$ cat config.mk
export PLATFORM = sky130hd
export DESIGN_NAME = seq_magnitude_comparator_flat
export DESIGN_NICKNAME = d
export VERILOG_FILES = /design/src/rtl/seq_magnitude_comparator_if.sv /design/src/rtl/seq_magnitude_comparator.sv /design/src/flat_wrapper.sv
export SDC_FILE = /design/constraint.sdc
export NUM_CORES = 1
export LEC_CHECK = 0
export CAP_MARGIN = 20
export CORE_ASPECT_RATIO = 1.75
export CORE_MARGIN = 2
export CORE_UTILIZATION = 35
export DETAILED_ROUTE_END_ITERATION = 6
export PLACE_DENSITY = 0.61
export SETUP_SLACK_MARGIN = 0.02
export SLEW_MARGIN = 20
export SYNTH_ARGS = -nofsm -noshare
export SYNTH_HDL_FRONTEND = slang
export SYNTH_SLANG_ARGS = --single-unit
$ cat constraint.sdc
create_clock -name clk -period 3.3 [get_ports clk]
set_input_delay 0.495 -clock clk [delete_from_list [all_inputs] [get_ports clk]]
set_output_delay 0.495 -clock clk [all_outputs]
set_load 0.02 [all_outputs]
$ cat src/rtl/seq_magnitude_comparator_if.sv
// Request/result bundle between a sorter FSM (master) and seq_magnitude_comparator (slave).
// The is_signed request bit exists only when SEQ_CMP_SIGNED_EN is defined.
interface seq_magnitude_comparator_if #(
   parameter int DATA_W = 9
);
   localparam int NB_W = $clog2(DATA_W + 1);

   logic              compare_start;
   logic [NB_W-1:0]   num_of_bits;
   logic [DATA_W-1:0] A;
   logic [DATA_W-1:0] B;
`ifdef SEQ_CMP_SIGNED_EN
   logic              is_signed;
`endif
   logic              compare_ready;
   logic              is_compare_done;
   logic              is_equal;
   logic              is_greater;
   logic              is_less_than;

   modport master (
`ifdef SEQ_CMP_SIGNED_EN
      output is_signed,
`endif
      output compare_start, num_of_bits, A, B,
      input  compare_ready, is_compare_done, is_equal, is_greater, is_less_than
   );

   modport slave (
`ifdef SEQ_CMP_SIGNED_EN
      input  is_signed,
`endif
      input  compare_start, num_of_bits, A, B,
      output compare_ready, is_compare_done, is_equal, is_greater, is_less_than
   );
endinterface

$ cat src/rtl/seq_magnitude_comparator.sv
// MSB-first multi-cycle magnitude comparator, DIGIT_W bits per cycle, with early exit.
// Define SEQ_CMP_SIGNED_EN to add a two's-complement mode (is_signed request bit).
module seq_magnitude_comparator #(
   parameter int DATA_W  = 9,
   parameter int DIGIT_W = 1
) (
   input  logic                     clk,
   input  logic                     reset,
   seq_magnitude_comparator_if.slave bus
);
   localparam int NB_W  = $clog2(DATA_W + 1);
   localparam int NDIG  = (DATA_W + DIGIT_W - 1) / DIGIT_W;
   localparam int PAD_W = NDIG * DIGIT_W;
   localparam int IDX_W = (NDIG > 1) ? $clog2(NDIG) : 1;

   localparam logic [1:0] S_IDLE = 2'd0;
   localparam logic [1:0] S_CMP  = 2'd1;
   localparam logic [1:0] S_DONE = 2'd2;

   logic [1:0]       r_state;
   logic [PAD_W-1:0] r_opA;
   logic [PAD_W-1:0] r_opB;
   logic [IDX_W-1:0] r_idx;
   logic             r_isEqual;
   logic             r_isGreater;
   logic             r_isLess;

   logic [NB_W-1:0]    w_nb;
   logic [DATA_W-1:0]  w_mask;
   logic [DATA_W-1:0]  w_flip;
   logic [DATA_W-1:0]  w_latchA;
   logic [DATA_W-1:0]  w_latchB;
   logic [IDX_W-1:0]   w_startIdx;
   logic [DIGIT_W-1:0] w_digA;
   logic [DIGIT_W-1:0] w_digB;

   assign w_nb = (int'(bus.num_of_bits) > DATA_W) ? NB_W'(DATA_W) : bus.num_of_bits;

   // Inverting the active sign bit turns two's complement into offset binary,
   // so the same unsigned digit walk gives the signed ordering.
   always_comb begin
      w_mask = '0;
      w_flip = '0;
      for (int i = 0; i < DATA_W; i++) begin
         w_mask[i] = (i < int'(w_nb));
`ifdef SEQ_CMP_SIGNED_EN
         w_flip[i] = bus.is_signed && (i == int'(w_nb) - 1);
`endif
      end
   end

   assign w_latchA   = (bus.A & w_mask) ^ w_flip;
   assign w_latchB   = (bus.B & w_mask) ^ w_flip;
   assign w_startIdx = (w_nb == '0) ? '0 : IDX_W'((int'(w_nb) - 1) / DIGIT_W);

   assign w_digA = r_opA[int'(r_idx) * DIGIT_W +: DIGIT_W];
   assign w_digB = r_opB[int'(r_idx) * DIGIT_W +: DIGIT_W];

   always_ff @(posedge clk or negedge reset) begin
      if (!reset) begin
         r_state     <= S_IDLE;
         r_opA       <= '0;
         r_opB       <= '0;
         r_idx       <= '0;
         r_isEqual   <= 1'b0;
         r_isGreater <= 1'b0;
         r_isLess    <= 1'b0;
      end else begin
         case (r_state)
            S_IDLE: begin
               if (bus.compare_start) begin
                  r_opA       <= PAD_W'(w_latchA);
                  r_opB       <= PAD_W'(w_latchB);
                  r_idx       <= w_startIdx;
                  r_isEqual   <= 1'b0;
                  r_isGreater <= 1'b0;
                  r_isLess    <= 1'b0;
                  r_state     <= S_CMP;
               end
            end
            S_CMP: begin
               if (w_digA > w_digB) begin
                  r_isGreater <= 1'b1;
                  r_state     <= S_DONE;
               end else if (w_digA < w_digB) begin
                  r_isLess <= 1'b1;
                  r_state  <= S_DONE;
               end else if (r_idx == '0) begin
                  r_isEqual <= 1'b1;
                  r_state   <= S_DONE;
               end else begin
                  r_idx <= r_idx - 1'b1;
               end
            end
            S_DONE:  r_state <= S_IDLE;
            default: r_state <= S_IDLE;
         endcase
      end
   end

   assign bus.compare_ready   = (r_state == S_IDLE);
   assign bus.is_compare_done = (r_state == S_DONE);
   assign bus.is_equal        = r_isEqual;
   assign bus.is_greater      = r_isGreater;
   assign bus.is_less_than    = r_isLess;
endmodule

$ cat src/flat_wrapper.sv
// flat-port wrapper written by rule: the top's interface ports become plain ports
module seq_magnitude_comparator_flat 
#(
   parameter int DATA_W  = 9,
   parameter int DIGIT_W = 1
)
  (clk, reset, bus_compare_start, bus_num_of_bits, bus_A, bus_B, bus_compare_ready, bus_is_compare_done, bus_is_equal, bus_is_greater, bus_is_less_than);
  seq_magnitude_comparator_if #(.DATA_W(DATA_W)) bus_i ();
  input  logic clk;
  input  logic reset;
  input wire logic [$bits(bus_i.compare_start)-1:0] bus_compare_start;
  input wire logic [$bits(bus_i.num_of_bits)-1:0] bus_num_of_bits;
  input wire logic [$bits(bus_i.A)-1:0] bus_A;
  input wire logic [$bits(bus_i.B)-1:0] bus_B;
  output wire logic [$bits(bus_i.compare_ready)-1:0] bus_compare_ready;
  output wire logic [$bits(bus_i.is_compare_done)-1:0] bus_is_compare_done;
  output wire logic [$bits(bus_i.is_equal)-1:0] bus_is_equal;
  output wire logic [$bits(bus_i.is_greater)-1:0] bus_is_greater;
  output wire logic [$bits(bus_i.is_less_than)-1:0] bus_is_less_than;
  assign bus_i.compare_start = bus_compare_start;
  assign bus_i.num_of_bits = bus_num_of_bits;
  assign bus_i.A = bus_A;
  assign bus_i.B = bus_B;
  assign bus_compare_ready = bus_i.compare_ready;
  assign bus_is_compare_done = bus_i.is_compare_done;
  assign bus_is_equal = bus_i.is_equal;
  assign bus_is_greater = bus_i.is_greater;
  assign bus_is_less_than = bus_i.is_less_than;
  seq_magnitude_comparator #(.DATA_W(DATA_W), .DIGIT_W(DIGIT_W)) u_core (.clk(clk), .reset(reset), .bus(bus_i));
endmodule
# Yosys cells after proc, flatten, opt, wreduce, memory -nomap -nowiden
# Index checks and enable logic that the tools add are counted.
# classes
add_sub_neg	2
order_cmp	12
eq_ne	10
shift	2
mux	22
n_bitwise	2
reduce_logical	10
# op_table
op	count
$mux 4	6
$and 9x9->9	2
$shiftx 9x5->1	2
$lt 3x4->1 const A	4
$reduce_and 5->1	2
$logic_not 4->1	2
$lt 1x4->1 const A	2
$lt 2x4->1 const A	2
$mux 2	4
$ne 2x2->1 const B	4
$pmux 4 s2	1
$sub 4x1->4 const B	2
$mux 1	7
$ne 2x1->1 const B	3
$pmux 1 s2	3
$gt 4x4->1 const B	1
$lt 4x4->1 const A	1
$ne 4x1->1 const B	1
$pmux 2 s2	1
$reduce_and 2->1	2
$reduce_and 4->1	1
$reduce_and 3->1	1
$eq 2x1->1 const B	1
$eq 2x2->1 const B	1
other kinds (4)	4
# word_totals
register_bits	27
inputBits	25
out_inout_bits	5
elab_cells	67

# Logic depth before layout (Yosys ltp)
# Gate-level depths: netlist of the first run.
# depth
ltp_word	6
ltp_mapped	9
mapped_depth_nobuf	9

# Worst setup path after synthesis of the first run
# OpenSTA, ideal clock, no wires.
# synth_path
path_kind	register -> register
from	reg u_core.r_idx[0]
to	reg u_core.r_idx[3]
setup_ns	0.121
arrival_time_ns	2.263
required_ns	3.179
path_slack_ns	0.916
path_stages_with_launch	9
n_path_buf	0
period_less_slack_ns	2.384
path_cell_list	dfrtp_1 mux4_2 nor2_1 o41a_1 ha_1 or3b_4 a21oi_4 o21ai_1 a22o_1
# synth_between
elab_chain_len	5
elab_cells_between_ends	14
cone_classes	add/sub: 1; order compare: 2; eq/ne: 3; shift: 2; mux: 4; reduce/logical: 2
# synth_lines
item	line	text
from (decl)	seq_magnitude_comparator.sv:23	logic [IDX_W-1:0] r_idx;
from (signal assigned)	seq_magnitude_comparator.sv:74	r_idx <= w_startIdx;
from (signal assigned)	seq_magnitude_comparator.sv:92	r_idx <= r_idx - 1'b1;
$sub 4x1->4	seq_magnitude_comparator.sv:92	
$mux 4	seq_magnitude_comparator.sv:88	end else if (r_idx == '0) begin
$mux 4	seq_magnitude_comparator.sv:85	end else if (w_digA < w_digB) begin
$mux 4	seq_magnitude_comparator.sv:82	if (w_digA > w_digB) begin
$pmux 4 s2	seq_magnitude_comparator.sv:69	case (r_state)
# Several ways; a longest one is shown, not always the timed one. The select of a mux whose other input is x is not followed.
# A chain may end at the register's enable or synchronous reset.

# Worst setup path in the final report of the first run
# layout_path
from	reg u_core.r_idx[0]
to	reg u_core.r_idx[2]
# Same word-level chain as after synthesis.

==> results.txt, run 1 <==
The run finished with clean final reports. In this run the tool buffered the top-level ports with 29 buffer cells. Of the total power, the share spent switching nets is 40.6%. The maximum root-to-sink buffer count is 2, and the hold violation total from the final report is 0.

The classification of the worst setup path was reg2reg. Cell internal power was estimated by the tool at 0.920 mW. Traced cell by cell, the critical path runs through mux4_1, nor2_1, o41ai_1, ha_1, or3b_4, a21oi_4, o21ai_1, a22o_1. The slowest stage of the critical path belongs to the cell dfrtp_1.

The net count after synthesis is 191. The source of the critical timing path was u_core.r_idx[0]. After synthesis, the share of flip-flops with an asynchronous set or reset is 100%. At the end of routability-driven placement, the weighted congestion stood at 0.811. The most used flip-flop cell after synthesis is dfrtp_1.

The floorplan step defined a die boundary enclosing 4820 µm². The via count of the first global-routing pass is 1,383, and the total wire length is 3660 µm. For the worst-skew pair, the clock arrives at the later sink with an insertion delay of 270 ps. The worst register-to-register path has a depth of 8. The total power divided by cell area works out to 839 nW/µm². The first global-routing pass estimated 6240 µm of wire. The final critical path time including I/O delays and setup is 2790 ps. Among all cell types in the netlist, the one instantiated most often is nand2_1. The run gives 0 as the max-capacitance violation count. The logs give 0.761 nW for the standby leakage power and 44.9% for the final core area utilization. Cells with a size suffix above 1 make up 4.30% of the layout. 0 antenna diodes ended up in the layout.

During I/O placement, the number of pins put on the boundary was 30. The area of the placeable core was 4110 µm². The cell sitting at the root of the clock tree is a clkbuf_8. TritonCTS built the clock tree. The data arrival time of the critical path was 2960 ps.

STA classifies the critical path startpoint as a flop. Data required time of the worst path: 3470 ps. The synthesized design spends more area on one cell type than any other, namely dfrtp_1. The run gives 676 µm² as the area used by sequential logic in the layout. The horizontal die dimension is 53.3 µm, and the initial antenna violation count is 0. The run gives 47.1% as the logic gate share of total power. The number of hold buffers added after CTS was 0.

Count of pins over their slew limit: 0. Setup slack on the worst reg-to-reg path comes out at 510 ps. For the highest attainable clock frequency, the log shows 359 MHz. In the final layout, the multi-input gates occupy 756 µm². Number of CTS-inserted buffers: 3.

The analysis attributes to net switching a power of 0.629 mW. For the overall power after layout, the log shows 1.55 mW. The worst register-to-register path begins at u_core.r_idx[0]. The logs give 12.2% for the clock network fraction of design power and 2850 µm for the HPWL reported at the end of detailed placement. The run gives 0 as the global-route congestion overflow total.

Setup repair after global routing left no endpoint under its margin. Measured against its own limit, the worst slew margin works out to 44.5%. Synthesis handed over a netlist of 163 instances. A synthesized cell averages 9.14 µm². By count the netlist is led by 30 x nand2_1, 27 x dfrtp_1, 11 x o21ai_0, 10 x a21oi_1, 10 x nor2_1. The logs give 0 for the post-cts gate resize count and 215 for the number of nets in the final layout.

The final route contains 1,328 vias. In this run the critical register-to-register path is captured at u_core.r_idx[2]. The endpoint class of the critical path is a flop. The detailed-route wire length per cell was 15.6 µm; the worst voltage drop across the vdd grid was 0.388 mV. Sorting the synthesized cells by area gives the leading types as dfrtp_1 45%, nand2_1 7.6%, a22o_1 4.7%, o21ai_0 3.7%, a21oi_1 3.4%. The register bit total from synthesis was 27; the vertical die dimension was 90.3 µm.

The share of synthesized area in the top cell type comes to 45.3%. Setup violations remaining at the end of the flow were counted as 0. Once the floorplan was initialized, standard cells occupied 36.2% of the core. Global routing consumed, over all layers together, 17.2% of the routing resources. The run gives 26 as the number of design-rule violations left by the first detailed-router iteration. The final period utilization works out to 84.5%. The number of vias per cell after detailed routing came out at 5.65.

The sequential area share after synthesis came out at 45.3%. The floorplan has 31 rows. Number of fill cells in the layout: 424. The biggest fanout along the worst timing path is 13, and the number of antenna-violating nets in the routed design is 0. During synthesis, Yosys emitted a total of 0 warnings.

In this run, synthesis inferred 0 flip-flops with an integrated enable. CTS saw 27 sinks. Entering global routing, the biggest net connects 28 pins. For the cell area after synthesis, the log shows 1490 µm². Yosys mapped the design onto 39 distinct sky130hd cell types. The path class of the tightest hold or removal check is reg2reg.

The tools report the termination of the worst setup path as u_core.r_idx[2]. The post-CTS setup buffer count came out at 0. After detailed routing, the number of remaining DRC violations is 0. The clock transition at the register clock pins on the worst setup and hold paths after CTS came out at 90 ps. Before antenna repair, the detailed router went through 5 iterations. The layout overhead on the synthesized area came out at 23.9%.

The share of total power dissipated in sequential elements is 40.7%. Adding up every negative setup slack in the final design gives 0 ps. For this run, the slowest stage of the critical path takes 620 ps. The actual transition at the worst max-transition pin was 831 ps; the number of levels the H-tree was split into was 1. The worst clock skew is 8.14 ps.
==> per-layer routing <==
layer	share of wire (%)	vias to the layer above	global-route usage, %	routed length, µm
met5	0	-	0	0
met4	2.9	0	8.33	105
met3	3.1	10	1.99	114
met2	56	40	30.9	2060
met1	38	645	18.7	1370
li1	-	633	-	-
==> state kept, by name, summed over array words and instances, names as in the netlist <==
| register | count |
|---|---|
| u_core.r_opA | 9 |
| u_core.r_opB | 9 |
| u_core.r_idx | 4 |
| u_core.r_state | 2 |
| u_core.bus.is_equal | 1 |
| u_core.bus.is_greater | 1 |
| u_core.bus.is_less_than | 1 |
==> cell type report <==
cell class              count  area share, %
clock buffers               4           2.44
inverters                   3          0.610
multi-input cells         122           40.9
flip-flops and latches     27           36.6
well taps                  49           3.32
repair buffers             30           16.1
==> per-stage QoR <==
step                setup WS [ps]  cell area (µm²)  instances  hold slack, ps
finish                        513             1850        235             487
global route                  392             1850        235             520
CTS                           551             1850        235             490
detailed placement            565             1800        231             470
global placement              656             1800        231             457
floorplan                     916             1490        163             199
==> power by group through the flow <==
stage	sequential (mW)	clock, mW	combinational (mW)
after floorplan	0.566	0	0.582
final	0.631	0.189	0.729
after global placement	0.633	0	0.703
after CTS	0.632	0.196	0.732
after global routing	0.654	0.211	0.808
after detailed placement	0.639	0	0.731
==> worst min path at each step <==
stage | start | to | cells after the start
after floorplan | reset | u_core.bus.is_equal | 0
after global placement | u_core.r_opA[4] | u_core.r_opA[4] | 2
after detailed placement | u_core.r_opA[4] | u_core.r_opA[4] | 2
after CTS | u_core.r_opA[4] | u_core.r_opA[4] | 2
after global routing | u_core.r_opA[4] | u_core.r_opA[4] | 2
final | u_core.r_opA[4] | u_core.r_opA[4] | 2
==> cells by family (layout without fill, tap and decap cells) <==
group | after synthesis | after routing | synth area share, %
simple gates | 66 | 66 | 21.7
xor+xnor | 1 | 1 | 0.588
fa+ha+maj | 3 | 3 | 2.52
mux | 2 | 2 | 3.27
buf+inv | 14 | 37 | 3.95
flops | 27 | 27 | 45.3
compound gates | 50 | 50 | 22.6
==> layout by cell type, fill, tap and decap left out, types with 2 or more instances in the layout <==
cell             instances
clkdlybuf4s50_1         29
o41a_1                   2
dfrtp_1                 27
nor2b_1                  6
nand2_1                 30
o21ai_1                  5
o22ai_1                  2
clkbuf_8                 3
o21ai_0                 11
nor3_1                   2
o41ai_1                  2
ha_1                     3
a31oi_1                  2
nand3_1                  5
a21oi_1                 10
nand2b_1                 2
inv_1                    3
a22o_1                   8
nor2_1                  10
a211oi_1                 4
==> critical path: cells and delay by family, from the launching register on <==
family	cells	cell delay, ps
AOI/OAI and AO/OA	4	690
muxes	1	610
and+or+nand+nor	2	550
DFF	1	620
adders and majority gates	1	210
Power figures use the tool's default switching activity.
==> inputs of run 2 (changes only) <==
Settings changed: PLACE_DENSITY 0.61 to 0.63.
Clock period 3.3 ns to 2.48 ns, I/O delays scaled along.
==> run 2 against run 1 <==
Count of clock-buffer cells in the layout stayed put. Total power rose by 42%. Register-to-register slack worse by 420 ps. Combinational power rose by 54%. Hold slack got worse by 19 ps. Routed wire length rose by 1.9%.
==> results.txt, run 2 (synthesized netlist as in run 1, its figures left out) <==
Number of I/O port buffers: 29. The total of hold buffers inserted after clock tree synthesis is 0. After detailed routing, the average wire length per cell comes to 15.4 µm.

The clock transition at the register clock pins on the worst setup and hold paths after CTS was 90 ps. The most common cell after layout, fill and taps aside is nand2_1. The critical path in this run is classified as reg2reg. Including well taps, the total number of placed cells is 236. The final critical path time including I/O delays and setup works out to 2390 ps. The cell area after placement came out at 1840 µm². The I/O pin count was 30; the total negative slack for setup checks was 0 ps.

Of all nets on the critical path, the largest fanout is 10. For this run, the post-layout net count is 222. After layout, the worst setup slack is 92.7 ps.

Cells fill 47.0% of the core in the end. The run finished with clean final reports. The origin of the critical flop-to-flop path is u_core.r_idx[0]. The logs give 28 for the largest net degree at the start of global routing and 27 for the count of clock tree sinks.

The worst relative slew slack came out at 61.5%. The run gives 0 as the initial antenna violation count. STA classifies the critical path endpoint as a flop.

STA classifies the critical path startpoint as a flop. For the hold violation total from the final report, the log shows 0. The number of vias per cell after detailed routing works out to 5.50. The worst hold path belongs to the class in2async. Global routing used 16.7% of the available tracks. At the worst endpoint, the arrival time is 2580 ps. The global-route congestion overflow total was 0; the standby leakage power was 0.790 nW.

The residual DRC count came out at 0. Summing all non-filler instances in the final layout gives an area of 1930 µm². The die covers 4820 µm².

The overall power after layout is 2.20 mW. Measured along the x axis, the die boundary spans 53.3 µm. Path depth of the worst reg2reg path: 10. The worst register-to-register path ends at u_core.r_idx[0].

Setup repair after global routing left no endpoint under its margin. The pre-antenna-repair detailed-routing pass consisted of 4 iterations. The via count of the first global-routing pass was 1,282.

The finished layout holds 242 standard cells, fillers aside. The total power divided by cell area is 1140 nW/µm². In the layout the commonest cells are 30 x nand2_1, 29 x clkdlybuf4s50_1, 24 x dfrtp_1.

The worst path uses 96.3% of the clock period. For the area of the placeable core, the log shows 4110 µm². Following the worst setup path forward leads to its endpoint at u_core.r_idx[0]. Timing analysis after detailed placement gives a worst setup slack of 23.0 ps. Across the VDD grid, the largest voltage drop is 0.581 mV. The detailed router finished its first iteration with 44 violations. In this run the remaining antenna-violating nets after routing total 0. Setup violations remaining at the end of the flow were counted as 0. The register-to-register setup slack is 90 ps. STA puts the critical path data required time at 2670 ps. TritonCTS built the clock tree. The final route contains 1,330 vias. The final weighted congestion in routability-driven placement is 0.871, and the worst hold slack is 468 ps.

At the later pin of the worst-skew pair, clock insertion delay measures 270 ps. The layout overhead on the synthesized area was 29.8%. The floorplan step set the die height to 90.3 µm. The initial utilization of the core area, before any placement, comes to 36.2%. The clock root buffer was clkbuf_8. The HPWL reported at the end of detailed placement came out at 2890 µm. The tools report the number of CTS-inserted buffers as 3. The initialized floorplan defines 31 standard-cell rows. The final antenna diode count was 0. The number of fill cells in the layout was 427; the actual transition at the worst max-transition pin was 573 ps. The logs give 1 for the number of levels the H-tree was split into and 2 for the maximum root-to-sink buffer count.

The first global-routing pass estimated 6070 µm of wire. The highest attainable clock frequency is 419 MHz. The fraction of layout instances using a drive strength above 1 is 13.0%, and the worst clock skew is 6.95 ps.

The run gives 0 as the max-capacitance violation count. The source of the critical timing path is u_core.r_idx[0]. In the final layout, the registers with the most flip-flops are u_core.r_opA: 9 flops, u_core.r_opB: 9 flops, u_core.r_idx: 4 flops.

The count of pins over their slew limit was 0. The final layout contains routed wiring with a total length of 3730 µm.
## run 2: how the worst min path moves through the flow
stage	endpoint	slack, ps
floorplan	u_core.bus.is_equal	80
global placement	u_core.r_opA[6]	460
detailed placement	u_core.r_opA[7]	460
CTS	u_core.bus.is_greater	480
global route	u_core.bus.is_greater	510
finish	u_core.bus.is_greater	470
## run 2: what timing repair did
action / in CTS / in global routing
gates cloned: 0 / 0
pin swaps: 0 / 3
setup endpoints to repair: 3 / 5
setup buffers: 0 / 2
gates resized for setup: 1 / 13
## run 2: per-layer routing
layer	wire length (µm)	part of all wire (%)	global-route usage, %	vias to the layer above
met5	0	0	0	-
met4	68	1.8	4.49	0
met3	118	3.2	1.99	8
met2	2170	58	30.9	39
met1	1370	37	19.1	640
li1	-	-	-	643
## run 2: where the power goes
part	internal, mW	switching [mW]
Combinational	0.567	0.555
Clock	0.115	0.133
Sequential	0.643	0.192
Total	1.32	0.880
## run 2: final cells by class
cell class,instances,area [µm²],share of cell area (%)
timing repair buffer,37,362,18.7
clock buffer,4,45.0,2.33
sequential,27,679,35.1
inverter,3,11.3,0.582
tap,49,61.3,3.17
multi-input combinational,122,776,40.1
## run 2: critical path: stages (launching register included)
cell	delay (ps)
dfrtp_2	450
buf_8	150
nor2b_1	110
a211oi_1	70
o41a_1	430
ha_2	210
or3b_4	400
a21oi_4	180
buf_6	140
a21oi_1	60
a21oi_1	110
==> inputs of run 3 (changes only) <==
Settings changed: PLACE_DENSITY 0.63 to 0.61, SETUP_SLACK_MARGIN 0.02 to not set.
Clock period 2.48 ns to 3.1 ns, I/O delays scaled along.
==> run 3 against run 2 <==
Critical path depth decreased by 2. Non-clock buffer count shrank 7. Total power shrank 26%. Die area did not move. Cell area is 4.5% lower. Fmax fell by 14%. Sequential power fell by 21%. First-iteration DRC count decreased by 34%. Clock skew decreased by 1.8 ps. Flip-flop and latch count unchanged. Hold slack improved by 19 ps. Critical path type unchanged.
==> results.txt, run 3 (synthesized netlist as in run 1, its figures left out) <==
For this design, the sink count on the clock tree is 27. The run gives 5910 µm as the first-pass GRT wire length. The count of buffer and inverter cells on the critical path is 0, and the HPWL reported at the end of detailed placement is 2750 µm. The total of hold buffers inserted after clock tree synthesis was 0; the data arrival time of the critical path was 2920 ps. The number of CTS-inserted buffers was 3.

Once the clock tree was built, the setup fixing pass inserted 0 buffers. The tools report the launching element type of the critical path as a flop. The tools report the via count of the first global-routing pass as 1,305. The biggest cell delay along the critical path was 620 ps.

In this run the worst path has a maximum fanout of 13. The floorplan step defined a die boundary enclosing 4820 µm². For this run, the top clock speed supported by timing is 362 MHz.

Setup violations remaining at the end of the flow were counted as 0. The max-capacitance violation count was 0. Clock skew on the completed layout was measured at 5.12 ps. The total power divided by cell area came out at 884 nW/µm². In this run the count of I/O pins placed on the die edge is 30. The run gives 4110 µm² as the area of the placeable core. In the routed design, unresolved DRC markers number 0. The hold violation total from the final report was 0; the total wire length was 3480 µm.

STA puts the critical path data required time at 3260 ps. The analysis attributes to cell leakage a power of 0.761 nW. The final weighted congestion in routability-driven placement was 0.817.

The die is 90.3 µm tall. The post-cts gate resize count was 0. Entering global routing, the biggest net connects 28 pins.

For this run, the total global-route usage over all layers was measured as 16.0%. Clock tree synthesis selected as its root buffer the cell clkbuf_8. The clock transition at the register clock pins on the worst setup and hold paths after CTS was 90 ps. The final critical path takes up 89.0% of the cycle. The initial antenna violation count was 0. The largest registers in the layout are u_core.r_opA: 9 flops, u_core.r_opB: 9 flops, u_core.r_idx: 4 flops. The initial utilization of the core area, before any placement, comes to 36.2%. The die is 53.3 µm wide.

The fraction of layout instances using a drive strength above 1 was 4.30%. Global-route congestion overflow total: 0. For flop-to-flop paths, the worst setup slack is 340 ps. The maximum root-to-sink buffer count is 2, and the detailed-route wire length per cell is 14.8 µm. For this design, the slowest cell found on the critical path is dfrtp_1.

The run gives 0 as the number of antenna-violating nets in the routed design. Before antenna repair, the detailed router went through 4 iterations. The number of levels the H-tree was split into is 1, and the insertion delay to the later sink of the worst-skew pair is 270 ps. By startpoint and endpoint, the worst setup path is classified as reg2reg.

The worst hold path belongs to the class reg2reg. For this run, the share of the core covered by cells in the final layout is 44.9%. The filler cells instantiated in the layout total 423. The most common cell after layout, fill and taps aside was nand2_1. For the pin with the worst max-slew slack, the measured transition is 785 ps. After detailed routing, the number of vias per cell comes to 5.46. The critical path goes through mux4_1, nor2_1, o41ai_1, ha_1, or3b_4, a21oi_4, o21ai_1, a22o_1. The count of pins over their slew limit was 0. The cell family contributing the most delay on the critical path is compound AO/OA/AOI/OAI gates. The tools report the total via count in the routed design as 1,284.

In the final timing run, aggregate negative setup slack is 0 ps. The tools report the worst voltage drop across the vdd grid as 0.452 mV. The library cells used most frequently in the layout, excluding fill and tap cells, are 30 x nand2_1, 29 x clkdlybuf4s50_1, 27 x dfrtp_1. The final critical path time including I/O delays and setup came out at 2760 ps. After floorplanning, the core was divided into 31 placement rows. 0 antenna diodes ended up in the layout. The layout overhead on the synthesized area was 23.9%; the number of I/O port buffers was 29. The tools report the worst relative slew slack as 47.5%. The run finished with clean final reports. For this block, the initial DRC count from the detailed router was 29. Setup repair after global routing left no endpoint under its margin.

The worst setup path is captured at a flop. TritonCTS built the clock tree. The number of nets in the final layout came out at 215.
-- run 3: final cells by class --
type / instances / area (µm²) / share of cell area (%)
Tap cell: 49 / 61.3 / 3.32
Timing Repair Buffer: 30 / 298 / 16.1
Sequential cell: 27 / 676 / 36.6
Clock buffer: 4 / 45.0 / 2.44
Inverter: 3 / 11.3 / 0.610
Multi-Input combinational cell: 122 / 756 / 40.9
-- run 3: worst min-delay path, cell delays in order (launching register included) --
cell and delay, ps:
dfrtp_1 350, nand2_1 50, o21ai_0 60
-- run 3: power by group --
group | internal (mW) | switching (mW) | total (mW) | leakage, nW
combinational | 0.377 | 0.393 | 0.770 | 0.395
clock | 0.0919 | 0.107 | 0.199 | 0.0228
sequential | 0.510 | 0.153 | 0.663 | 0.344
total | 0.979 | 0.653 | 1.63 | 0.761
-- run 3: layer usage --
layer	up-vias	GRT usage, %	part of all wire (%)
li1	630	-	-
met1	616	19.4	39
met2	32	27.8	55
met3	6	1.16	2.7
met4	0	6.41	2.7
met5	-	0	0
-- run 3: per-stage QoR --
step / cells / hold WS [ps] / instance area, µm² / power [mW] / setup WS, ps
after floorplan: 163 / 169 / 1490 / 1.22 / 716
after global placement: 231 / 459 / 1800 / 1.42 / 449
after detailed placement: 231 / 467 / 1800 / 1.45 / 341
after CTS: 235 / 489 / 1850 / 1.65 / 346
after global routing: 235 / 514 / 1850 / 1.78 / 150
final: 235 / 487 / 1850 / 1.63 / 340
-- run 3: path summary, 6_finish.rpt --
kind                                 start             endpoint  cells past startpoint
max in group asynchronous            reset      u_core.r_idx[0]                      2
min in group asynchronous            reset  u_core.bus.is_equal                      2
hold / removal             u_core.r_opB[3]      u_core.r_opB[3]                      2
hold reg to reg            u_core.r_opB[3]      u_core.r_opB[3]                      2
setup / recovery           u_core.r_idx[0]      u_core.r_idx[2]                      8
setup reg to reg           u_core.r_idx[0]      u_core.r_idx[2]                      8
